[src/rtl/vecseq_pkg.sv]
// Shared types, default parameters and the vector-word split helper for vector_sequencer.
package vecseq_pkg;

  localparam int NIN_DEF           = 3;
  localparam int NOUT_DEF          = 1;
  localparam int AW_DEF            = 14;
  localparam int ECW_DEF           = 32;
  localparam int RST_CYCLES_DEF    = 3;
  localparam int SETTLE_CYCLES_DEF = 1;

  // Widest vector word the split helper handles (NIN+NOUT must not exceed this).
  localparam int VEC_MAXW = 64;

  typedef enum logic [2:0] {
    S_IDLE,
    S_DUTRST,
    S_FETCH,
    S_APPLY,
    S_SETTLE,
    S_CHECK,
    S_DONE
  } vecseq_state_t;

  typedef struct packed {
    logic [VEC_MAXW-1:0] ins;
    logic [VEC_MAXW-1:0] exp;
  } vec_fields_t;

  // Word layout is {inputs, expected}; both fields come back right-justified.
  function automatic vec_fields_t vec_split(input logic [VEC_MAXW-1:0] word, input int nout);
    vec_fields_t f;
    f.ins = word >> nout;
    f.exp = word & ({VEC_MAXW{1'b1}} >> (VEC_MAXW - nout));
    return f;
  endfunction

endpackage

[src/rtl/vector_sequencer_if.sv]
// Vector-memory read port and DUT drive/observe bus owned by vector_sequencer.
interface vector_sequencer_if
  import vecseq_pkg::*;
#(
  parameter int NIN  = NIN_DEF,
  parameter int NOUT = NOUT_DEF,
  parameter int AW   = AW_DEF
);
  logic                 vec_rd;
  logic [AW-1:0]        vec_addr;
  logic [NIN+NOUT-1:0]  vec_data;
  logic                 dut_rst;
  logic [NIN-1:0]       dut_in;
  logic [NOUT-1:0]      dut_out;

  modport master (output vec_rd, vec_addr, dut_rst, dut_in, input vec_data, dut_out);
  modport slave  (input vec_rd, vec_addr, dut_rst, dut_in, output vec_data, dut_out);
endinterface

[src/rtl/vecseq_sat_counter.sv]
// W-bit up counter with synchronous clear that holds at all-ones instead of wrapping.
module vecseq_sat_counter #(
  parameter int W = 32
) (
  input  logic         clk,
  input  logic         reset,
  input  logic         clr,
  input  logic         inc,
  output logic [W-1:0] count
);

  // NOTE: sequential state is written with non-blocking assignments so every register updates together at the edge.
  always_ff @(posedge clk) begin
    if (!reset || clr) begin
      count <= '0;
    end else if (inc && (count != {W{1'b1}})) begin
      count <= count + W'(1);
    end
  end

endmodule

[src/rtl/vector_sequencer.sv]
// Self-test controller: holds the DUT in reset, applies stored vectors, counts mismatches.
// Optional VECSEQ_FIRST_FAIL_EN adds ff_valid/ff_addr reporting the first failing vector.
module vector_sequencer
  import vecseq_pkg::*;
#(
  parameter int NIN           = NIN_DEF,
  parameter int NOUT          = NOUT_DEF,
  parameter int AW            = AW_DEF,
  parameter int ECW           = ECW_DEF,
  parameter int RST_CYCLES    = RST_CYCLES_DEF,
  parameter int SETTLE_CYCLES = SETTLE_CYCLES_DEF
) (
  input  logic                clk,
  input  logic                reset,
  input  logic                start,
  input  logic [AW-1:0]       num_vectors,
  vector_sequencer_if.master  bus,
  output logic                busy,
  output logic                done,
  output logic                pass,
  output logic [ECW-1:0]      errors
`ifdef VECSEQ_FIRST_FAIL_EN
  ,
  output logic                ff_valid,
  output logic [AW-1:0]       ff_addr
`endif
);

  localparam int TMAX = (RST_CYCLES > SETTLE_CYCLES) ? RST_CYCLES : SETTLE_CYCLES;
  localparam int TW   = (TMAX < 2) ? 1 : $clog2(TMAX + 1);

  vecseq_state_t   state, state_next;
  logic [AW-1:0]   n_q;
  logic [AW-1:0]   addr_q;
  logic [NIN-1:0]  dut_in_q;
  logic [NOUT-1:0] exp_q;
  logic [TW-1:0]   tmr_cnt;
  logic            tmr_inc, tmr_clr;
  logic            err_inc, run_clr;
  logic            mismatch, last_vec;
  vec_fields_t     split;

  assign split    = vec_split(VEC_MAXW'(bus.vec_data), NOUT);
  assign mismatch = (bus.dut_out != exp_q);
  assign last_vec = (addr_q == n_q - AW'(1));

  // Shared saturating counter doubles as the DUTRST/SETTLE interval timer.
  vecseq_sat_counter #(.W(TW)) u_timer (
    .clk(clk), .reset(reset), .clr(tmr_clr), .inc(tmr_inc), .count(tmr_cnt)
  );

  vecseq_sat_counter #(.W(ECW)) u_errors (
    .clk(clk), .reset(reset), .clr(run_clr), .inc(err_inc), .count(errors)
  );

  always_ff @(posedge clk) begin
    if (!reset) state <= S_IDLE;
    else        state <= state_next;
  end

  // NOTE: every signal driven here gets a default first, so no path can infer a latch.
  always_comb begin
    state_next = state;
    tmr_inc    = 1'b0;
    err_inc    = 1'b0;
    run_clr    = 1'b0;
    unique case (state)
      S_IDLE: if (start) begin
        run_clr    = 1'b1;
        state_next = S_DUTRST;
      end
      S_DUTRST: begin
        if (tmr_cnt == TW'(RST_CYCLES - 1)) state_next = (n_q == '0) ? S_DONE : S_FETCH;
        else                                tmr_inc    = 1'b1;
      end
      S_FETCH:  state_next = S_APPLY;
      S_APPLY:  state_next = S_SETTLE;
      S_SETTLE: begin
        if (tmr_cnt == TW'(SETTLE_CYCLES - 1)) state_next = S_CHECK;
        else                                   tmr_inc    = 1'b1;
      end
      S_CHECK: begin
        err_inc    = mismatch;
        state_next = last_vec ? S_DONE : S_FETCH;
      end
      S_DONE:   state_next = S_IDLE;
      default:  state_next = S_IDLE;
    endcase
    tmr_clr = (state_next != state);
  end

  always_ff @(posedge clk) begin
    if (!reset) begin
      n_q      <= '0;
      addr_q   <= '0;
      dut_in_q <= '0;
      exp_q    <= '0;
      pass     <= 1'b0;
    end else begin
      if (run_clr) begin
        n_q    <= num_vectors;
        addr_q <= '0;
        pass   <= 1'b0;
      end
      if (state == S_APPLY) begin
        dut_in_q <= split.ins[NIN-1:0];
        exp_q    <= split.exp[NOUT-1:0];
      end
      if (state == S_CHECK && !last_vec) addr_q <= addr_q + AW'(1);
      if (state == S_DONE)               pass   <= (errors == '0);
    end
  end

`ifdef VECSEQ_FIRST_FAIL_EN
  always_ff @(posedge clk) begin
    if (!reset || run_clr) begin
      ff_valid <= 1'b0;
      ff_addr  <= '0;
    end else if (err_inc && !ff_valid) begin
      ff_valid <= 1'b1;
      ff_addr  <= addr_q;
    end
  end
`endif

  assign busy         = (state != S_IDLE);
  assign done         = (state == S_DONE);
  assign bus.vec_rd   = (state == S_FETCH);
  assign bus.vec_addr = addr_q;
  assign bus.dut_in   = dut_in_q;
  // DUT stays in reset whenever no run is active.
  assign bus.dut_rst  = (state == S_IDLE) || (state == S_DUTRST);

endmodule
[src/flat_wrapper.sv]
// flat-port wrapper written by rule: the top's interface ports become plain ports
module vector_sequencer_flat import vecseq_pkg::*;
#(
  parameter int NIN           = NIN_DEF,
  parameter int NOUT          = NOUT_DEF,
  parameter int AW            = AW_DEF,
  parameter int ECW           = ECW_DEF,
  parameter int RST_CYCLES    = RST_CYCLES_DEF,
  parameter int SETTLE_CYCLES = SETTLE_CYCLES_DEF
)
  (clk, reset, start, num_vectors, busy, done, pass, errors, bus_vec_rd, bus_vec_addr, bus_dut_rst, bus_dut_in, bus_vec_data, bus_dut_out);
  vector_sequencer_if #(.NIN(NIN), .NOUT(NOUT), .AW(AW)) bus_i ();
  input  logic clk;
  input  logic reset;
  input  logic start;
  input  logic [AW-1:0] num_vectors;
  output logic busy;
  output logic done;
  output logic pass;
  output logic [ECW-1:0] errors;
  output wire logic [$bits(bus_i.vec_rd)-1:0] bus_vec_rd;
  output wire logic [$bits(bus_i.vec_addr)-1:0] bus_vec_addr;
  output wire logic [$bits(bus_i.dut_rst)-1:0] bus_dut_rst;
  output wire logic [$bits(bus_i.dut_in)-1:0] bus_dut_in;
  input wire logic [$bits(bus_i.vec_data)-1:0] bus_vec_data;
  input wire logic [$bits(bus_i.dut_out)-1:0] bus_dut_out;
  assign bus_vec_rd = bus_i.vec_rd;
  assign bus_vec_addr = bus_i.vec_addr;
  assign bus_dut_rst = bus_i.dut_rst;
  assign bus_dut_in = bus_i.dut_in;
  assign bus_i.vec_data = bus_vec_data;
  assign bus_i.dut_out = bus_dut_out;
  vector_sequencer #(.NIN(NIN), .NOUT(NOUT), .AW(AW), .ECW(ECW), .RST_CYCLES(RST_CYCLES), .SETTLE_CYCLES(SETTLE_CYCLES)) u_core (.clk(clk), .reset(reset), .start(start), .num_vectors(num_vectors), .bus(bus_i), .busy(busy), .done(done), .pass(pass), .errors(errors));
endmodule
[config.mk]
export PLATFORM = sky130hd
export DESIGN_NAME = vector_sequencer_flat
export DESIGN_NICKNAME = d
export VERILOG_FILES = /design/src/rtl/vecseq_pkg.sv /design/src/rtl/vector_sequencer_if.sv /design/src/rtl/vecseq_sat_counter.sv /design/src/rtl/vector_sequencer.sv /design/src/flat_wrapper.sv
export SDC_FILE = /design/constraint.sdc
export NUM_CORES = 1
export LEC_CHECK = 0
export ABC_CLOCK_PERIOD_IN_PS = 2600
export CORE_ASPECT_RATIO = 0.7
export CORE_MARGIN = 2
export CORE_UTILIZATION = 45
export CTS_CLUSTER_DIAMETER = 40
export DETAILED_ROUTE_END_ITERATION = 7
export DONT_BUFFER_PORTS = 1
export GPL_ROUTABILITY_DRIVEN = 1
export PLACE_DENSITY_LB_ADDON = 0.2
export SLEW_MARGIN = 0
export SYNTH_ARGS = -nofsm -noshare
export SYNTH_HDL_FRONTEND = slang
export SYNTH_SLANG_ARGS = --single-unit
[constraint.sdc]
create_clock -name clk -period 2.6 [get_ports clk]
set_input_delay 0.26 -clock clk [delete_from_list [all_inputs] [get_ports clk]]
set_output_delay 0.26 -clock clk [all_outputs]
set_load 0.05 [all_outputs]
; ---- Yosys cells after proc, flatten, opt, wreduce, memory -nomap -nowiden
; Cells that the tools add are included.
[totals]
register_bits = 70
elab_cells = 55
out_inout_bits = 54
inputBits = 22
[classes]
eq_ne = 12
muxes = 16
add_sub_neg = 4
n_reduce_logical = 15
[ops]
columns = op, n
row1 = $add 32x1->32 const B, 1
row2 = $logic_not 32->1, 1
row3 = $ne 32x32->1 const B, 1
row4 = $mux 14, 2
row5 = $pmux 3 s6, 1
row6 = $mux 3, 5
row7 = $add 14x1->14 const B, 1
row8 = $eq 14x14->1, 1
row9 = $logic_not 14->1, 1
row10 = $sub 14x1->14 const B, 1
row11 = $eq 3x3->1 const B, 3
row12 = $mux 1, 7
row13 = $eq 3x2->1 const B, 2
row14 = $reduce_bool 2->1, 2
row15 = $eq 3x1->1 const B, 1
row16 = $logic_and 1x1->1, 3
row17 = $logic_not 3->1, 1
row18 = $logic_or 1x1->1, 3
row19 = $ne 3x3->1, 1
row20 = $reduce_bool 3->1, 1
row21 = $add 2x1->2 const B, 1
row22 = $eq 2x2->1 const B, 1
row23 = $logic_not 1->1, 2
row24 = $logic_not 2->1, 1
row25 = other kinds (3), 3

; ---- Depth between registers and ports, before layout
[logic_depth]
depth_word = 6
depth_mapped = 11

; ---- Hierarchy
; Synthesis repeated with hierarchy kept, for this count alone.
[hier_totals]
hier_cells = 497
hier_area_um2 = 4177.8
[modules_own_cells]
columns = module, cells_per_inst, seq_area_each_um2, n_inst, area_per_inst_um2
row1 = vector_sequencer, 293, 720.7, 1, 2411.1
row2 = vecseq_sat_counter at u_core.u_errors, 195, 640.6, 1, 1667.8
row3 = vecseq_sat_counter at u_core.u_timer, 9, 40.0, 1, 98.8

; ---- Worst setup path after synthesis
; OpenSTA, ideal clock, no wires.
[synth_path]
path_kind = flip-flop to flip-flop
from = register u_core.u_errors.count[23]
to = register u_core.u_errors.count[19]
t_required_ps = 2472
stages_incl_launch_ff = 9
setup_ps = 128
path_buffers = 1
arrival_ps = 2443
path_slack_ps = 29
synth_period_minus_slack_ps = 2571
path_cell_list = dfxtp_1 > and4_1 > nand4_1 > or4_1 > o31ai_1 > clkbuf_1 > nor3_1 > xnor2_1 > nor2_1
[synth_via]
elab_chain_cells = 2
[synth_lines]
columns = element, line
row1 = "start, declared", vecseq_sat_counter.sv:9  ; output logic [W-1:0] count
row2 = "start signal, assigned", vecseq_sat_counter.sv:17  ; count <= count + W'(1);
row3 = $ne 32x32->1, vecseq_sat_counter.sv:16  ; end else if (inc && (count != {W{1'b1}})) begin
row4 = $logic_and 1x1->1, vecseq_sat_counter.sv:16
; Every way passes these cells.
; A chain may end at the register's enable or synchronous reset.

; ---- Worst setup path after layout
[layout_path]
from = register u_core.n_q[0]
to = register u_core.addr_q[10], in the netlist u_core.bus.vec_addr[10]
[layout_via]
elab_chain_cells = 5
word_cells_on_any_way = 6
[layout_lines]
columns = element, line
row1 = "start, declared", vector_sequencer.sv:33  ; logic [AW-1:0] n_q;
row2 = "start signal, assigned", vector_sequencer.sv:101  ; n_q <= num_vectors;
row3 = $sub 14x1->14 (*), vector_sequencer.sv:45  ; assign last_vec = (addr_q == n_q - AW'(1));
row4 = $eq 14x14->1 (*), vector_sequencer.sv:45
row5 = $logic_not 1->1 (*), vector_sequencer.sv:109  ; if (state == S_CHECK && !last_vec) addr_q <= addr_q + AW'(1);
row6 = $logic_and 1x1->1 (*), vector_sequencer.sv:109
row7 = $mux 14 or $reduce_bool 2->1 (tied branches), --
row8 = "end signal, assigned", vector_sequencer.sv:109
row9 = "end, declared", vector_sequencer.sv:34  ; logic [AW-1:0] addr_q;
; Every way passes the cells marked *; elsewhere a longest branch is shown, timed or not.

==> flow_summary.json <==
{
  "r2r_slack_ns": 0.1,
  "clock_latency_ns": 0.33,
  "p_total_mw": 2.61,
  "totalWireLength_microns": 10500,
  "insertedDiodeCount": 0,
  "cts.path.max_buffers": 2,
  "cts_num_sinks": 70,
  "vias": 3674,
  "fillers": 784,
  "vias_per_cell": 5.63,
  "antenna_found_initial": 0,
  "initial_utilization_pct": 46.3,
  "dp_hpwl_microns": 7740,
  "synthTopCellsByArea": "dfxtp_1 (36%), xnor2_1 (6.0%), nand2_1 (5.6%)",
  "rows": 28,
  "p_per_area_nw_per_um2": 546,
  "drtIter0Drc": 231,
  "finalSetupViolCount": 0,
  "design_area_sq_um": 4780,
  "finalWorstSetupSlack_ns": 0.0975,
  "synth.top_cell.area_share_pct": 35.8,
  "finalHoldViolCount": 0,
  "outcome": "finished clean",
  "syn_area_sq_um": 3910,
  "core_area_sq_um": 8440,
  "endpoint_kind": "register",
  "seq_area_frac_synth_pct": 35.8,
  "drt-pass1-iter-count": 5,
  "p_leak_nw": 1.84,
  "crit_fanout": 7,
  "dpl-instance-area_sq_um": 4420,
  "synth.distinct_cells": 59,
  "grt_pass1_wl_microns": 16100,
  "cts_buffers": 9,
  "startpoint_type": "register",
  "die_w_microns": 115,
  "place_ws_ns": -0.0438,
  "ys_seq_elements": 70,
  "fin_skew_ns": 0.00746,
  "syn_nets": 502,
  "yosys_most_used_dff": "dfxtp_1",
  "post_route_cells_drive_above_1_share_pct": 19.4,
  "yosys.area.top_type": "dfxtp_1",
  "syn_area_per_cell_sq_um": 8.27,
  "num_io_pins": 76,
  "grt.total_usage_pct": 22.3,
  "gp_congestion": 0.838,
  "grt_pass1_vias": 3308,
  "max-cap-violations": 0,
  "hp-class": "in2reg",
  "peakVddDrop_uv": 496,
  "drtAntennaViolNets": 0,
  "yosysWarnings": 0,
  "io_buffers": 0,
  "overflow": 0,
  "crit_type": "reg2reg",
  "syn2layout_area_growth_pct": 22.2,
  "critPathCapture": "u_core.bus.vec_addr[10]",
  "die_area_sq_um": 9470,
  "worst_pin_slew_ns": 0.633,
  "rr_endpoint": "u_core.bus.vec_addr[10]",
  "grt_max_degree": 35,
  "wl_per_cell_microns": 16.1,
  "cts.root.buffer_cell": "clkbuf_16",
  "drc": 0,
  "maxSlewViolCount": 0,
  "r2r_start": "u_core.n_q[0]",
  "h-tree-depth": 3,
  "slew_headroom_pct": 57.8,
  "worstSetupStartpoint": "u_core.n_q[0]",
  "fin_setup_tns_ns": 0,
  "cts_tree": "yes",
  "synth-async-reset-ratio_pct": 0,
  "synthCells": 473,
  "arrival_ns": 2.77,
  "nets": 556,
  "period_share_pct": 96.2,
  "clkTransAtPathRegs_ns": 0.06,
  "rr_worst_depth": 9,
  "cp.required_ns": 2.87,
  "die_h_microns": 82.0,
  "synth_edf_count": 0,
  "fmax_ghz": 0.400,
  "period_needed_ns": 2.50
}
## registers in the layout, indices dropped and copies added, names as in the netlist
register	count
u_core.pass	1
u_core.u_timer.count	2
u_core.bus.dut_in	3
u_core.u_errors.count	32
u_core.bus.vec_addr	14
u_core.state	3
u_core.n_q	14
u_core.exp_q	1
## cell type report
class | count | area [sq um] | area share (%)
inverter | 18 | 67.6 | 1.41
clock buffer | 10 | 239 | 5.00
multi-input combinational | 364 | 2380 | 49.7
timing repair buffer | 64 | 480 | 10.0
tap | 120 | 150 | 3.14
sequential | 70 | 1410 | 29.4
clock inverter | 6 | 61.3 | 1.28
## layout by cell type (no fill, tap or decap), drive strengths merged, types with 5 or more instances in the layout
cell type | Yosys | routed
nand3 | 18 | 18
xnor2 | 27 | 27
nand2 | 58 | 58
buf | 6 | 64
ha | 7 | 7
nor4 | 12 | 12
nor3 | 15 | 15
nor4b | 5 | 5
and4 | 7 | 7
a21boi | 14 | 14
mux2i | 8 | 8
inv | 18 | 18
and3 | 8 | 8
or3 | 12 | 12
o21ai | 11 | 11
nor2b | 9 | 9
a21oi | 15 | 15
dfxtp | 70 | 70
nor2 | 48 | 48
clkbuf | 15 | 10
a221o | 6 | 6
nand4 | 15 | 15
xor2 | 18 | 18
## cell usage after synthesis, types with 2 or more instances
cell type	number
nor3_1	14
nor4_1	11
dfxtp_1	70
nor2b_1	9
o21ai_0	11
o211ai_1	2
a311oi_1	3
ha_1	7
xnor2_1	27
a21oi_1	14
or4_1	2
nand4_1	15
inv_1	18
nand2_1	58
nand3b_1	2
or3_1	12
a221o_1	6
clkbuf_1	15
o31a_1	2
xor2_1	18
and3_1	8
nand3_1	18
buf_2	2
nor3b_1	2
buf_6	3
a21boi_0	14
nand2b_1	2
and4_1	6
nand4b_1	2
a22oi_1	2
o31ai_1	2
mux2i_1	8
nor4b_1	4
a22o_1	4
a211oi_1	3
a31oi_1	3
nor2_1	48
or2_2	3
a211o_1	2
o32ai_1	2
## through the flow
step / cells / utilization (%) / hold WS [ns]
after floorplan: 473 / - / 0.405
final: 652 / 56.6 / 0.0494
after global routing: 652 / 56.6 / 0.0465
after detailed placement: 633 / 52.3 / 0.386
after CTS: 649 / 56.0 / 0.0377
after global placement: 633 / 52.3 / 0.383
## kinds of logic after synthesis
logic type / synth area share [%]
flip-flops: 35.8
adder cells (fa/ha/maj): 2.24
multiplexers: 2.33
AO/OA/AOI/OAI: 14.6
buffers and inverters: 4.48
XOR/XNOR: 10.1
AND/OR/NAND/NOR: 30.5
## where the power goes
part	internal, mW	total [mW]	switching (mW)	leakage [nW]
registers	1.09	1.12	0.0267	0.567
clock network	0.764	1.23	0.468	0.148
logic	0.115	0.260	0.145	1.13
## worst min path at each step
stage / start / endpoint / slack (ns) / cells after the start
detailed placement: reset / u_core.state[1] / 0.39 / 1
global placement: reset / u_core.state[1] / 0.38 / 1
finish: reset / u_core.state[1] / 0.05 / 1
CTS: reset / u_core.state[1] / 0.04 / 1
global route: reset / u_core.state[1] / 0.05 / 1
floorplan: num_vectors[0] / u_core.n_q[0] / 0.40 / 2
## worst max-delay path, cell delays in order (launching register included)
cell and delay [ns]:
dfxtp_1 0.32, buf_4 0.16, nor3_2 0.20, nand4_1 0.22, mux2i_1 0.18, a311o_1 0.36, and4_4 0.21, buf_4 0.16
or4_1 0.49, a21oi_2 0.15
## routing by layer
metal	GRT usage (%)	part of all wire, %	vias to the layer above	wire [microns]
li1	-	-	1811	-
met1	32.5	50	1726	5190
met2	31.5	41	126	4340
met3	6.05	7.6	11	791
met4	7.23	1.4	0	146
met5	0	0	-	0
## what timing repair did
action | CTS | global route
endpoints found under the setup margin | 12 | 7
gates cloned | 0 | 0
setup buffers | 0 | 3
pin swaps | 0 | 6
hold buffers | 0 | 0
gates resized for setup | 3 | 9
(Power assumes the default switching activity.)
